[config.mk]
export PLATFORM = sky130hd
export DESIGN_NAME = jardim_eventos
export DESIGN_NICKNAME = d
export VERILOG_FILES = /design/src/rtl/jardim_eventos.sv
export SDC_FILE = /design/constraint.sdc
export NUM_CORES = 1
export LEC_CHECK = 0
export CAP_MARGIN = 20
export CORE_UTILIZATION = 30
export CTS_CLUSTER_DIAMETER = 100
export DETAILED_ROUTE_END_ITERATION = 8
export GPL_TIMING_DRIVEN = 0
export PLACE_DENSITY = 0.42
export SYNTH_ARGS = -nofsm -noshare
export SYNTH_HDL_FRONTEND = slang
export SYNTH_SLANG_ARGS = --single-unit
[constraint.sdc]
create_clock -name CLOCK_50 -period 2.2 [get_ports CLOCK_50]
set_input_delay 0.33 -clock CLOCK_50 [delete_from_list [all_inputs] [get_ports CLOCK_50]]
set_output_delay 0.33 -clock CLOCK_50 [all_outputs]
set_load 0.1 [all_outputs]
[src/rtl/jardim_eventos.sv]
// Dawn/dusk/manual event source for the irrigation controller: request low one edge after the event, acked via irrigando, re-sent on timeout.
// Optional rain gate on scheduled events when JARDIM_EVT_CHUVA_EN is defined (adds input chuva).
module jardim_eventos #(
  parameter int TICKS_PER_SEC = 50000000,
  parameter int DAY_LEN       = 24,
  parameter int DAWN_AT       = 6,
  parameter int DUSK_AT       = 18,
  parameter int PULSE_LEN     = 3,
  parameter int ACK_TIMEOUT   = 100,
  parameter int MAX_RETRY     = 2,
  parameter int DEBOUNCE      = 1000000
) (
  input  logic CLOCK_50,
  input  logic reset,
  input  logic botao_n,
  input  logic irrigando,
`ifdef JARDIM_EVT_CHUVA_EN
  input  logic chuva,
`endif
  output logic amanhecer_n,
  output logic anoitecer_n,
  output logic controle_n,
  output logic dia,
  output logic falha
);
  localparam int CW      = $clog2(TICKS_PER_SEC + 1);
  localparam int SW      = $clog2(DAY_LEN + 1);
  localparam int DW      = $clog2(DEBOUNCE + 1);
  localparam int CNT_MAX = (PULSE_LEN > ACK_TIMEOUT) ? PULSE_LEN : ACK_TIMEOUT;
  localparam int TW      = $clog2(CNT_MAX + 1);
  localparam int RW      = $clog2(MAX_RETRY + 2);

  typedef enum logic [1:0] {OCIOSO, PULSO, ESPERA} estado_t;

  logic [CW-1:0] r_ciclo;
  logic [SW-1:0] r_seg;
  logic          r_dia;
  logic          r_btn_s1, r_btn_s2, r_btn_f;
  logic [DW-1:0] r_db_cnt;
  estado_t       r_est;
  logic [2:0]    r_pend, r_sel;  // bit 0 dawn, bit 1 dusk, bit 2 manual
  logic [TW-1:0] r_cnt;
  logic [RW-1:0] r_try;
  logic          r_irr0, r_am_n, r_an_n, r_ct_n, r_falha;

  logic          w_wrap, w_sched_ok, w_ev_man, w_drop, w_ack, w_tmo, w_done, w_plen_end;
  logic [SW-1:0] w_seg_nxt;
  logic [2:0]    w_set, w_pick, w_clr;

`ifdef JARDIM_EVT_CHUVA_EN
  logic r_chuva_s1, r_chuva_s2;

  always_ff @(posedge CLOCK_50 or posedge reset) begin
    if (reset) begin
      r_chuva_s1 <= 1'b0;
      r_chuva_s2 <= 1'b0;
    end else begin
      r_chuva_s1 <= chuva;
      r_chuva_s2 <= r_chuva_s1;
    end
  end

  assign w_sched_ok = ~r_chuva_s2;
`else
  assign w_sched_ok = 1'b1;
`endif

  assign w_wrap    = (r_ciclo == CW'(TICKS_PER_SEC - 1));
  assign w_seg_nxt = (r_seg == SW'(DAY_LEN - 1)) ? '0 : r_seg + SW'(1);

  always_ff @(posedge CLOCK_50 or posedge reset) begin
    if (reset) begin
      r_ciclo <= '0;
      r_seg   <= '0;
      r_dia   <= 1'b0;
    end else if (w_wrap) begin
      r_ciclo <= '0;
      r_seg   <= w_seg_nxt;
      r_dia   <= (w_seg_nxt >= SW'(DAWN_AT)) && (w_seg_nxt < SW'(DUSK_AT));
    end else begin
      r_ciclo <= r_ciclo + CW'(1);
    end
  end

  // Filtered key level flips only after DEBOUNCE consecutive differing samples.
  always_ff @(posedge CLOCK_50 or posedge reset) begin
    if (reset) begin
      r_btn_s1 <= 1'b1;
      r_btn_s2 <= 1'b1;
      r_btn_f  <= 1'b1;
      r_db_cnt <= '0;
    end else begin
      r_btn_s1 <= botao_n;
      r_btn_s2 <= r_btn_s1;
      if (r_btn_s2 == r_btn_f) begin
        r_db_cnt <= '0;
      end else if (r_db_cnt == DW'(DEBOUNCE - 1)) begin
        r_btn_f  <= r_btn_s2;
        r_db_cnt <= '0;
      end else begin
        r_db_cnt <= r_db_cnt + DW'(1);
      end
    end
  end

  assign w_ev_man = (r_btn_s2 != r_btn_f) && (r_db_cnt == DW'(DEBOUNCE - 1)) && !r_btn_s2;
  assign w_set    = {w_ev_man,
                     w_wrap && (w_seg_nxt == SW'(DUSK_AT)) && w_sched_ok,
                     w_wrap && (w_seg_nxt == SW'(DAWN_AT)) && w_sched_ok};

  always_comb begin
    w_pick = 3'b000;
    if (r_pend[2])      w_pick = 3'b100;
    else if (r_pend[1]) w_pick = 3'b010;
    else if (r_pend[0]) w_pick = 3'b001;
  end

  assign w_drop     = (r_est == OCIOSO) && (w_pick[1:0] != 2'b00) && irrigando;
  assign w_ack      = r_sel[2] ? (irrigando != r_irr0) : irrigando;
  assign w_tmo      = (r_cnt == TW'(ACK_TIMEOUT - 1));
  assign w_done     = (r_est == ESPERA) && (w_ack || (w_tmo && (r_try == RW'(MAX_RETRY))));
  assign w_clr      = w_drop ? w_pick : (w_done ? r_sel : 3'b000);
  // A manual request is a single-cycle strobe; a longer one would toggle the controller twice.
  assign w_plen_end = (r_cnt == (r_sel[2] ? TW'(1) : TW'(PULSE_LEN)));

  always_ff @(posedge CLOCK_50 or posedge reset) begin
    if (reset) begin
      r_est   <= OCIOSO;
      r_pend  <= '0;
      r_sel   <= '0;
      r_cnt   <= '0;
      r_try   <= '0;
      r_irr0  <= 1'b0;
      r_am_n  <= 1'b1;
      r_an_n  <= 1'b1;
      r_ct_n  <= 1'b1;
      r_falha <= 1'b0;
    end else begin
      r_pend <= (r_pend & ~w_clr) | w_set;
      case (r_est)
        OCIOSO: begin
          if (w_pick != 3'b000) begin
            r_irr0 <= irrigando;
            if (!w_drop) begin
              r_est                    <= PULSO;
              r_sel                    <= w_pick;
              r_cnt                    <= TW'(1);
              r_try                    <= '0;
              {r_ct_n, r_an_n, r_am_n} <= ~w_pick;
            end
          end
        end
        PULSO: begin
          if (w_plen_end) begin
            r_est                    <= ESPERA;
            r_cnt                    <= '0;
            {r_ct_n, r_an_n, r_am_n} <= 3'b111;
          end else begin
            r_cnt <= r_cnt + TW'(1);
          end
        end
        ESPERA: begin
          if (w_done) begin
            r_est <= OCIOSO;
            if (!w_ack) r_falha <= 1'b1;
          end else if (w_tmo) begin
            r_est                    <= PULSO;
            r_cnt                    <= TW'(1);
            r_try                    <= r_try + RW'(1);
            {r_ct_n, r_an_n, r_am_n} <= ~r_sel;
          end else begin
            r_cnt <= r_cnt + TW'(1);
          end
        end
        default: r_est <= OCIOSO;
      endcase
    end
  end

  assign amanhecer_n = r_am_n;
  assign anoitecer_n = r_an_n;
  assign controle_n  = r_ct_n;
  assign dia         = r_dia;
  assign falha       = r_falha;
endmodule

==> results.sh, run 1 <==
export IMPL_leakage_nw=2.096
export IMPL_min_period_ps=2150
export IMPL_ios=9
export IMPL_grt_setup_unrepaired="no"
export IMPL_ctsHtreeMaxLevel=3
export IMPL_synth_main_ff_cell="dfrtp_1"
export IMPL_final_cell_area_um2=4693
export IMPL_dp_hpwl_mm=5.458
export IMPL_die_area_um2=13640
export IMPL_required_ps=1870
export IMPL_cp_cell_sequence="clkdlybuf4s50_1"
export IMPL_setup_tns_ps=0
export IMPL_clock_skew_ps=7.532
export IMPL_vias=2865
export IMPL_drt_iter0_drc=127
export IMPL_antenna_found_initial=0
export IMPL_ff2ff_setup_slack_ps=150
export IMPL_routed_wl_mm=8.094
export IMPL_r2r_start="r_est[1]$_DFFE_PP0P_"
export IMPL_initial_core_util_pct=31.07
export IMPL_ir_worst_vdd_mv=0.3380
export IMPL_crit_start="falha$_DFFE_PP0P_"
export IMPL_holdBufCountCts=0
export IMPL_routedWlPerCell_um=13.54
export IMPL_final_common_cell="dfrtp_1"
export IMPL_cts_inserted_buffers=9
export IMPL_min_path_type="in -> async"
export IMPL_crit_buf_inv=1
export IMPL_yosysWarnings=0
export IMPL_syn_inst=400
export IMPL_reg2reg_to="r_cnt[2]$_DFFE_PP0P_"
export IMPL_coreArea_um2=12720
export IMPL_synth_seq_area_share_pct=48.94
export IMPL_syn_area_um2=3953
export IMPL_tightest_slew_ps=966.0
export IMPL_synth_top_area_share_pct=44.95
export IMPL_yosys_area_top_type="dfrtp_1"
export IMPL_port_buffers=8
export IMPL_area_growth_pct=18.74
export IMPL_fmax_mhz=465.0
export IMPL_place_inst=582
export IMPL_worstPathMaxFanout=2
export IMPL_grt_pass1_vias=2800
export IMPL_clock_tree_root_cell="clkbuf_16"
export IMPL_finalNonFillerCells=598
export IMPL_mostFrequentLayoutCells="dfrtp_1 (71), nor2_1 (52), nand2_1 (33)"
export IMPL_drtPass1Iterations=4
export IMPL_crit_family="buffers and inverters"
export IMPL_critPathCaptureType="output pin"
export IMPL_gp_congestion=0.7900
export IMPL_criticalPathCategory="reg -> out"
export IMPL_p_per_area_nw_per_um2=678.8
export IMPL_synthTopCellsByArea="dfrtp_1 (45%), xor2_1 (6.2%), nor2_1 (4.9%), dfstp_2 (4.0%), xnor2_1 (3.8%)"
export IMPL_postPlaceCellArea_um2=4292
export IMPL_cts_tree="done"
export IMPL_path_clk_slew_ps=60
export IMPL_nets=436
export IMPL_finalHoldViolCount=0
export IMPL_chipHeight_um=116.8
export IMPL_grt_overflow_total=0
export IMPL_cp_start_kind="flop"
export IMPL_dieWidth_um=116.8
export IMPL_n_antenna_cell=0
export IMPL_worst_path_largest_cell_delay_ps=1130
export IMPL_num_rows=41
export IMPL_drive_gt1_share_pct=13.62
export IMPL_cts_sinks=77
export IMPL_async_flop_share_pct=100.0
export IMPL_critical_path_slowest_cell="clkdlybuf4s50_1"
export IMPL_synth_seq_cells=77
export IMPL_cap_violations=0
export IMPL_avgSynthCellArea_um2=9.881
export IMPL_cp_num_cells=1
export IMPL_ant_nets=0
export IMPL_synth_cell_types=54
export IMPL_slew_headroom_pct=35.40
export IMPL_track_usage_pct=13.42
export IMPL_synth_nets=415
export IMPL_slew_viol_final=0
export IMPL_setup_viol=0
export IMPL_drt_drc_violations_left=0
export IMPL_synth_edf_count=0
export IMPL_arrival_ps=1820
export IMPL_grt_max_degree=40
export IMPL_status="complete, no violations"
export IMPL_drt_vias_per_instance=4.791
export IMPL_min_period_over_period_pct=97.75
export IMPL_ff2ff_path_depth=7
export IMPL_grt_pass1_wl_mm=13.85
export IMPL_insertion_delay_ps=350
export IMPL_endpoint="falha"
export IMPL_clockBufferDepth=2
-- layout make-up --
type / count / area (µm²)
fillers: 1307 / 8029
multi-input cells: 297 / 1971
flip-flops and latches: 77 / 1934
clock buffers: 10 / 239.0
well taps: 172 / 215.2
repair buffers: 13 / 141.4
clock inverters: 6 / 93.84
inverters: 16 / 63.81
plain buffers: 7 / 35.03
-- per-stage QoR --
step	utilization [%]	worst slack, ps	power, mW	hold slack, ps
detailed placement	33.73	-381.1	1.541	366.1
CTS	36.62	0.02531	3.247	372.4
global placement	33.42	-401.7	1.531	360.7
global route	36.89	4.501	3.304	384.3
floorplan	-	234.5	1.505	334.5
finish	36.89	49.61	3.186	377.4
-- synth_stat cells, drive strengths merged, types with 2 or more instances --
cell,count
dfrtp,71
nor2,52
nand2,34
nand3,29
xor2,28
xnor2,17
inv,16
a21oi,13
nand4,12
ha,11
and3,10
nor3,9
o21ai,9
a21o,7
a22o,7
buf,6
dfstp,6
mux2,6
and2,5
nor4,5
clkbuf,4
or2,4
nor4b,3
a22oi,2
a31oi,2
a32o,2
a41o,2
and4b,2
mux2i,2
nor2b,2
o22ai,2
o31ai,2
or4b,2
-- routing by layer --
| metal | routed length [µm] | track usage [%] | vias up |
|---|---|---|---|
| li1 | - | - | 1445 |
| met1 | 4276 | 18.75 | 1366 |
| met2 | 3389 | 19.25 | 39 |
| met3 | 228 | 2.781 | 15 |
| met4 | 199 | 7.595 | 0 |
| met5 | 0 | 0 | - |
-- state kept, by name (all words and copies together) (netlist names) --
| signal | flops |
|---|---|
| r_pend | 3 |
| amanhecer_n | 1 |
| r_irr0 | 1 |
| r_btn_f | 1 |
| anoitecer_n | 1 |
| r_btn_s1 | 1 |
| r_try | 2 |
| r_btn_s2 | 1 |
| r_seg | 5 |
| r_sel | 3 |
| falha | 1 |
| dia | 1 |
| r_ciclo | 26 |
| r_est | 2 |
| r_db_cnt | 20 |
| controle_n | 1 |
| r_cnt | 7 |
-- repair_timing --
action                     CTS  global route
setup buffers                2             1
setup endpoints to repair   19            31
resized for setup            6            13
pin swaps                    1             1
-- logic make-up after synthesis --
group	count (synthesis)	share of synthesized area [%]
XOR/XNOR	45	9.972
buffers and inverters	26	2.691
flip-flops	77	48.94
AND/OR/NAND/NOR	174	22.00
multiplexers	8	2.216
AO/OA/AOI/OAI	59	10.70
adder cells (fa/ha/maj)	11	3.482
-- power breakdown --
part	switching, mW	internal, mW	leakage (nW)
logic	0.0532	0.0236	0.913
registers	0.00726	1.43	1.02
clock network	0.641	1.03	0.160
total	0.701	2.48	2.10
-- worst min path at each step --
stage          slack (ps)               start  depth (start not counted)                    end
2_1_floorplan         330             botao_n                          0     r_btn_s1$_DFF_PP1_
3_3_place_gp          360  r_btn_s1$_DFF_PP1_                          0     r_btn_s2$_DFF_PP1_
3_5_place_dp          370  r_btn_s1$_DFF_PP1_                          0     r_btn_s2$_DFF_PP1_
4_1_cts               370             botao_n                          1     r_btn_s1$_DFF_PP1_
5_1_grt               380  r_btn_s1$_DFF_PP1_                          0     r_btn_s2$_DFF_PP1_
6_report              380               reset                          3  r_ciclo[13]$_DFF_PP0_
No activity file was read; power rests on OpenSTA's default activity.
==> inputs of run 2 (changes only) <==
- HOLD_SLACK_MARGIN: default -> 0.1
==> results of run 2 <==
No change in the layout: final DEF, timing and power equal those of run 1.
==> inputs of run 3 (changes only) <==
- SKIP_LAST_GASP: default -> 1
==> results of run 3 <==
No change in the layout: final DEF, timing and power equal those of run 1.
